### config.mk
export PLATFORM = sky130hd
export DESIGN_NAME = mem_port_arbiter
export DESIGN_NICKNAME = d
export VERILOG_FILES = /design/src/rtl/mem_port_arbiter.sv
export SDC_FILE = /design/constraint.sdc
export NUM_CORES = 1
export LEC_CHECK = 0
export BUFFER_PORTS_ARGS = -buffer_cell sky130_fd_sc_hd__buf_2
export CAP_MARGIN = 5
export CORE_ASPECT_RATIO = 0.7
export CORE_MARGIN = 2
export CORE_UTILIZATION = 35
export CTS_BUF_LIST = sky130_fd_sc_hd__clkbuf_4 sky130_fd_sc_hd__clkbuf_8
export DETAILED_ROUTE_END_ITERATION = 7
export GPL_ROUTABILITY_DRIVEN = 0
export PLACE_DENSITY = 0.62
export SYNTH_ARGS = -nofsm -noshare
export SYNTH_HDL_FRONTEND = slang
export SYNTH_SLANG_ARGS = --single-unit
export TNS_END_PERCENT = 20
### constraint.sdc
create_clock -name clk -period 3.6 [get_ports clk]
set_input_delay 0.36 -clock clk [delete_from_list [all_inputs] [get_ports clk]]
set_output_delay 0.36 -clock clk [all_outputs]
set_load 0.05 [all_outputs]
### src/rtl/mem_port_arbiter.sv
// mem_port_arbiter: shares one memory port between fetch and load/store.
// Optional bus watchdog enabled by defining MEM_ARB_TIMEOUT_EN.
module mem_port_arbiter #(
    parameter int STARVE_MAX = 4
) (
    input  logic        clk,
    input  logic        a_rst,
    input  logic        f_req,
    input  logic [15:0] f_pc,
    output logic [31:0] f_opcode,
    output logic        f_rdy,
    input  logic        d_req,
    input  logic        d_we,
    input  logic [15:0] d_addr,
    input  logic [7:0]  d_wdata,
    output logic [7:0]  d_rdata,
    output logic        d_ack,
    output logic        m_en,
    output logic        m_we,
    output logic [15:0] m_addr,
    output logic [7:0]  m_wdata,
    input  logic [31:0] m_rdata,
    input  logic        m_ack,
    output logic        bus_err
);

    typedef enum logic [1:0] {IDLE, F_BUSY, D_BUSY} state_t;

    localparam logic [3:0] SMAX = 4'(STARVE_MAX);

    state_t     state;
    logic [3:0] starve_cnt;
    logic       pick_f;
    logic       pick_d;
    logic       grant_f;
    logic       grant_d;
    logic       contested;
    logic [7:0] rd_byte;

`ifdef MEM_ARB_TIMEOUT_EN
    logic [7:0] wd;
`else
    assign bus_err = 1'b0;
`endif

    // Arbitration; an acked side cannot win in its ack cycle, and if it
    // would have won the slot waits a cycle instead of going to the loser.
    always_comb begin
        pick_f    = f_req & (~d_req | (starve_cnt == SMAX));
        pick_d    = d_req & ~pick_f;
        grant_f   = pick_f & ~f_rdy;
        grant_d   = pick_d & ~d_ack;
        contested = f_req & ~f_rdy;
    end

    // Byte lane of the read word addressed by the latched data address.
    always_comb begin
        rd_byte = m_rdata[7:0];
        case (m_addr[1:0])
            2'b00:   rd_byte = m_rdata[7:0];
            2'b01:   rd_byte = m_rdata[15:8];
            2'b10:   rd_byte = m_rdata[23:16];
            default: rd_byte = m_rdata[31:24];
        endcase
    end

    // Grant FSM with registered memory-side and requester-side outputs.
    always_ff @(posedge clk) begin
        if (a_rst) begin
            state      <= IDLE;
            starve_cnt <= 4'd0;
            f_rdy      <= 1'b0;
            d_ack      <= 1'b0;
            m_en       <= 1'b0;
            m_we       <= 1'b0;
            m_addr     <= 16'd0;
            m_wdata    <= 8'd0;
            f_opcode   <= 32'd0;
            d_rdata    <= 8'd0;
`ifdef MEM_ARB_TIMEOUT_EN
            bus_err    <= 1'b0;
            wd         <= 8'd0;
`endif
        end else begin
            f_rdy <= 1'b0;
            d_ack <= 1'b0;
`ifdef MEM_ARB_TIMEOUT_EN
            bus_err <= 1'b0;
`endif
            case (state)
                IDLE: begin
                    if (grant_f) begin
                        state      <= F_BUSY;
                        m_en       <= 1'b1;
                        m_addr     <= f_pc;
                        m_we       <= 1'b0;
                        m_wdata    <= 8'd0;
                        starve_cnt <= 4'd0;
`ifdef MEM_ARB_TIMEOUT_EN
                        wd         <= 8'd0;
`endif
                    end else if (grant_d) begin
                        state   <= D_BUSY;
                        m_en    <= 1'b1;
                        m_addr  <= d_addr;
                        m_we    <= d_we;
                        m_wdata <= d_wdata;
                        if (contested && starve_cnt != SMAX)
                            starve_cnt <= starve_cnt + 4'd1;
`ifdef MEM_ARB_TIMEOUT_EN
                        wd      <= 8'd0;
`endif
                    end
                end
                F_BUSY: begin
                    if (m_ack) begin
                        f_opcode <= m_rdata;
                        f_rdy    <= 1'b1;
                        m_en     <= 1'b0;
                        state    <= IDLE;
`ifdef MEM_ARB_TIMEOUT_EN
                    end else if (wd == 8'd254) begin
                        f_opcode <= 32'hFFFF_FFFF;
                        f_rdy    <= 1'b1;
                        bus_err  <= 1'b1;
                        m_en     <= 1'b0;
                        state    <= IDLE;
                    end else begin
                        wd <= wd + 8'd1;
`endif
                    end
                end
                D_BUSY: begin
                    if (m_ack) begin
                        d_rdata <= m_we ? 8'd0 : rd_byte;
                        d_ack   <= 1'b1;
                        m_en    <= 1'b0;
                        state   <= IDLE;
`ifdef MEM_ARB_TIMEOUT_EN
                    end else if (wd == 8'd254) begin
                        d_rdata <= 8'hFF;
                        d_ack   <= 1'b1;
                        bus_err <= 1'b1;
                        m_en    <= 1'b0;
                        state   <= IDLE;
                    end else begin
                        wd <= wd + 8'd1;
`endif
                    end
                end
                default: begin
                    state <= IDLE;
                    m_en  <= 1'b0;
                end
            endcase
        end
    end

endmodule

==> summary.txt <==
CTS
  – CTS resizes: 0
  – CTS Hold Buffers Added: 0
  – Later-pin clock latency in the skew report: 0.35 ns
  – TritonCTS clock tree: yes
  – Clock tree sinks: 74
  – Post-CTS Setup Inserts: 0
  – H-tree Lvls: 3
  – CTS buffer count: 9
  – Maximum root-to-sink buffer count: 2
  – Clock slew at the register clock pins of the worst setup and hold paths: 0.08 ns
  – Root buffer cell: sky130_fd_sc_hd__clkbuf_8

Floorplanning
  – Effective utilization at floorplan: 35.58%
  – Site Rows: 29
  – Die ar.: 0.009863 mm^2
  – Num ports: 147
  – Height of the chip: 83.70 um
  – Area inside the core boundary: 0.008926 mm^2
  – Die X: 117.9 um

STA
  – Transition time at the pin with the least slew margin: 1.138 ns
  – Portion of the clock cycle consumed by the worst path in the final layout: 63.30%
  – Min Clock Period, post-route: 2.279 ns
  – Total count of max-transition violations in the final report: 0
  – Final setup violation count: 0
  – Slew Limit Headroom: 23.92%
  – Setup TNS Final: 0 ns
  – Fmax: 0.4388 GHz
  – Setup Skew: 0.007494 ns
  – Number of endpoints with negative hold slack in the final report: 0
  – RSZ-0062 raised after global routing: false

Layout
  – Finished Core Util: 46.30%
  – Leading cell types in the layout, fill and taps excluded: 145 x sky130_fd_sc_hd__buf_2, 74 x sky130_fd_sc_hd__dfxtp_1, 71 x sky130_fd_sc_hd__nand2_1
  – Total number of nets in the final design: 567
  – Area overhead of the layout relative to synthesis: 30.14%
  – ANT cells: 0
  – Fraction of layout cells with a size suffix above 1: 38.11%
  – Fill count: 900
  – Most common cell after layout, fill and taps aside: sky130_fd_sc_hd__buf_2

Min path
  – Kind of path behind the tightest hold check: in2reg

Logic synthesis
  – Register bit count reported by yosys: 74
  – Cells after synthesis: 353
  – Number of unique standard cell types used by synthesis: 38
  – Seq/Total Area, Yosys: 46.65%
  – Post-synthesis instance area: 0.003176 mm^2
  – Commonest register cell after synthesis: sky130_fd_sc_hd__dfxtp_1
  – Net count of the mapped netlist: 436
  – Async set-or-reset flop fraction in the synthesized netlist: 0%
  – Number of warning messages in the yosys log: 0
  – Number of synthesized flops with an enable pin: 0
  – Avg Inst Size Synth: 8.996 um^2

Critical path
  – Kind of start point of the critical path: register
  – CP max-delay cell: sky130_fd_sc_hd__dfxtp_1
  – Data required, critical path: 3.84 ns
  – Arrival time reported for the critical path endpoint: 2.52 ns
  – Crit. End Element: register
  – Kind of cell adding the most delay to the critical path: compound AO/OA/AOI/OAI gates
  – CP Cell Sequence: inv_1, ha_1, and4b_1, or2_1, buf_4, a21o_4, a221oi_1
  – Max FO, Critical Path: 19
  – Kind of critical path: reg2reg
  – Buf/Inv on CP: 2
  – CP max stage delay: 0.40 ns

Drt
  – Wirelength per Cell: 14.75 um
  – Starting DRT DRC Count: 144
  – Drc violations: 0
  – DRT Pass-1 Iters: 5
  – Aggregate routed wire length: 9.030 mm
  – Via count: 3056
  – Routed via count divided by cell count: 4.993
  – Antenna viol nets, final: 0

Global route
  – Number of antenna violations at the first check in global routing: 0
  – GRT overflow: 0
  – GRT Max-Usage Layer: met2
  – Wire length of the first global-routing pass: 14.36 mm
  – Number of global-route vias before repair: 2849
  – Global-route usage over all layers: 18.26%
  – Maximum number of pins on one net before global-route repair: 46
  – Met1 GRT Util: 25.03%
  – Met2 track demand over resource: 27.54%
  – Grt met3 use: 6.011%

Placed design
  – Sum of net half-perimeters after detailed placement: 6.598 mm
  – Quantity of I/O buffers inserted on ports: 145

Power
  – Pwr dens: 514.0 mW/mm^2
  – P_leak: 1.802 nW
  – Max rail drop VDD: 280.8 uV

Outcome
  – Result of the run: complete, no violations

Run
  – Max-cap violations: 0
==> through the flow <==
step           total power, mW  hold slack [ns]  instance area, um^2  instances  setup slack (ns)
2_1_floorplan            1.371           0.4619                 3176        353             1.730
3_3_place_gp             1.518           0.4404                 3950        597             1.434
3_5_place_dp             1.527           0.4431                 3950        597             1.342
4_1_cts                  2.148           0.2353                 4133        612             1.343
5_1_grt                  2.223           0.2318                 4133        612             1.137
6_report                 2.124           0.2534                 4133        612             1.321
==> flip-flops by register name, indices dropped and copies added, names as in the netlist, 2 cells and up <==
name and cells:
f_opcode 32, m_addr 16, d_rdata 8, m_wdata 8, starve_cnt 4, state 2
==> cells in the mapped netlist (all sizes together) (2+ instances only) <==
cell | number | area [um^2]
a22oi | 17 | 127.6
clkbuf | 19 | 71.32
buf | 9 | 57.56
nand2b | 2 | 12.51
mux4 | 8 | 180.2
and2 | 2 | 12.51
inv | 23 | 86.33
a21o | 2 | 23.77
a31oi | 2 | 12.51
nand2 | 71 | 266.5
nand3 | 15 | 75.07
a21oi | 45 | 225.2
ha | 5 | 62.56
o22ai | 16 | 100.1
nor2 | 11 | 41.29
a221oi | 16 | 202.7
dfxtp | 74 | 1481
==> where the power goes <==
part | total, mW | leakage [nW] | internal (mW) | switching, mW
Sequential | 0.930 | 0.603 | 0.879 | 0.0505
Combinational | 0.577 | 1.10 | 0.178 | 0.399
Clock | 0.617 | 0.0986 | 0.313 | 0.305
Total | 2.12 | 1.80 | 1.37 | 0.754
==> worst register-to-register path: stages (launching register included) <==
cell and delay (ns):
sky130_fd_sc_hd__dfxtp_1 0.40, sky130_fd_sc_hd__inv_1 0.07, sky130_fd_sc_hd__ha_1 0.24, sky130_fd_sc_hd__and4b_1 0.22
sky130_fd_sc_hd__or2_1 0.35, sky130_fd_sc_hd__buf_4 0.26, sky130_fd_sc_hd__a21o_4 0.31, sky130_fd_sc_hd__a221oi_1 0.33
==> area by class of cell <==
cell class	instances	area [um^2]	share of cell area (%)
flip-flops and latches	74	1481	35.85
well taps	124	155.1	3.754
clock buffers	9	123.9	2.997
inverters	23	86.33	2.089
repair buffers	148	748.2	18.10
clock inverters	6	58.81	1.423
multi-input cells	228	1479	35.79
==> layer usage <==
layer / part of all wire [%] / vias to the layer above
met5: 0 / -
met4: 0.96 / 0
met3: 7.6 / 10
met2: 43 / 117
met1: 48 / 1410
li1: - / 1519
==> logic make-up after synthesis <==
group,after synthesis,share of synthesized area (%)
AND/OR/NAND/NOR,109,15.17
other,1,0.1181
adder cells (fa/ha/maj),5,1.970
buffers and inverters,51,6.777
multiplexers,8,5.674
AO/OA/AOI/OAI,105,23.64
flip-flops,74,46.65
==> path summary, 6_finish.rpt <==
kind / start / to / slack [ns] / cells after the start
worst max-delay path: starve_cnt[0] / m_addr[4] / 1.32 / 7
worst min-delay path: m_rdata[4] / f_opcode[4] / 0.25 / 3
worst max register to register: starve_cnt[0] / m_addr[4] / 1.32 / 7
worst min register to register: f_opcode[15] / f_opcode[15] / 0.45 / 2
Note: power is estimated with default switching activity, not from simulation.
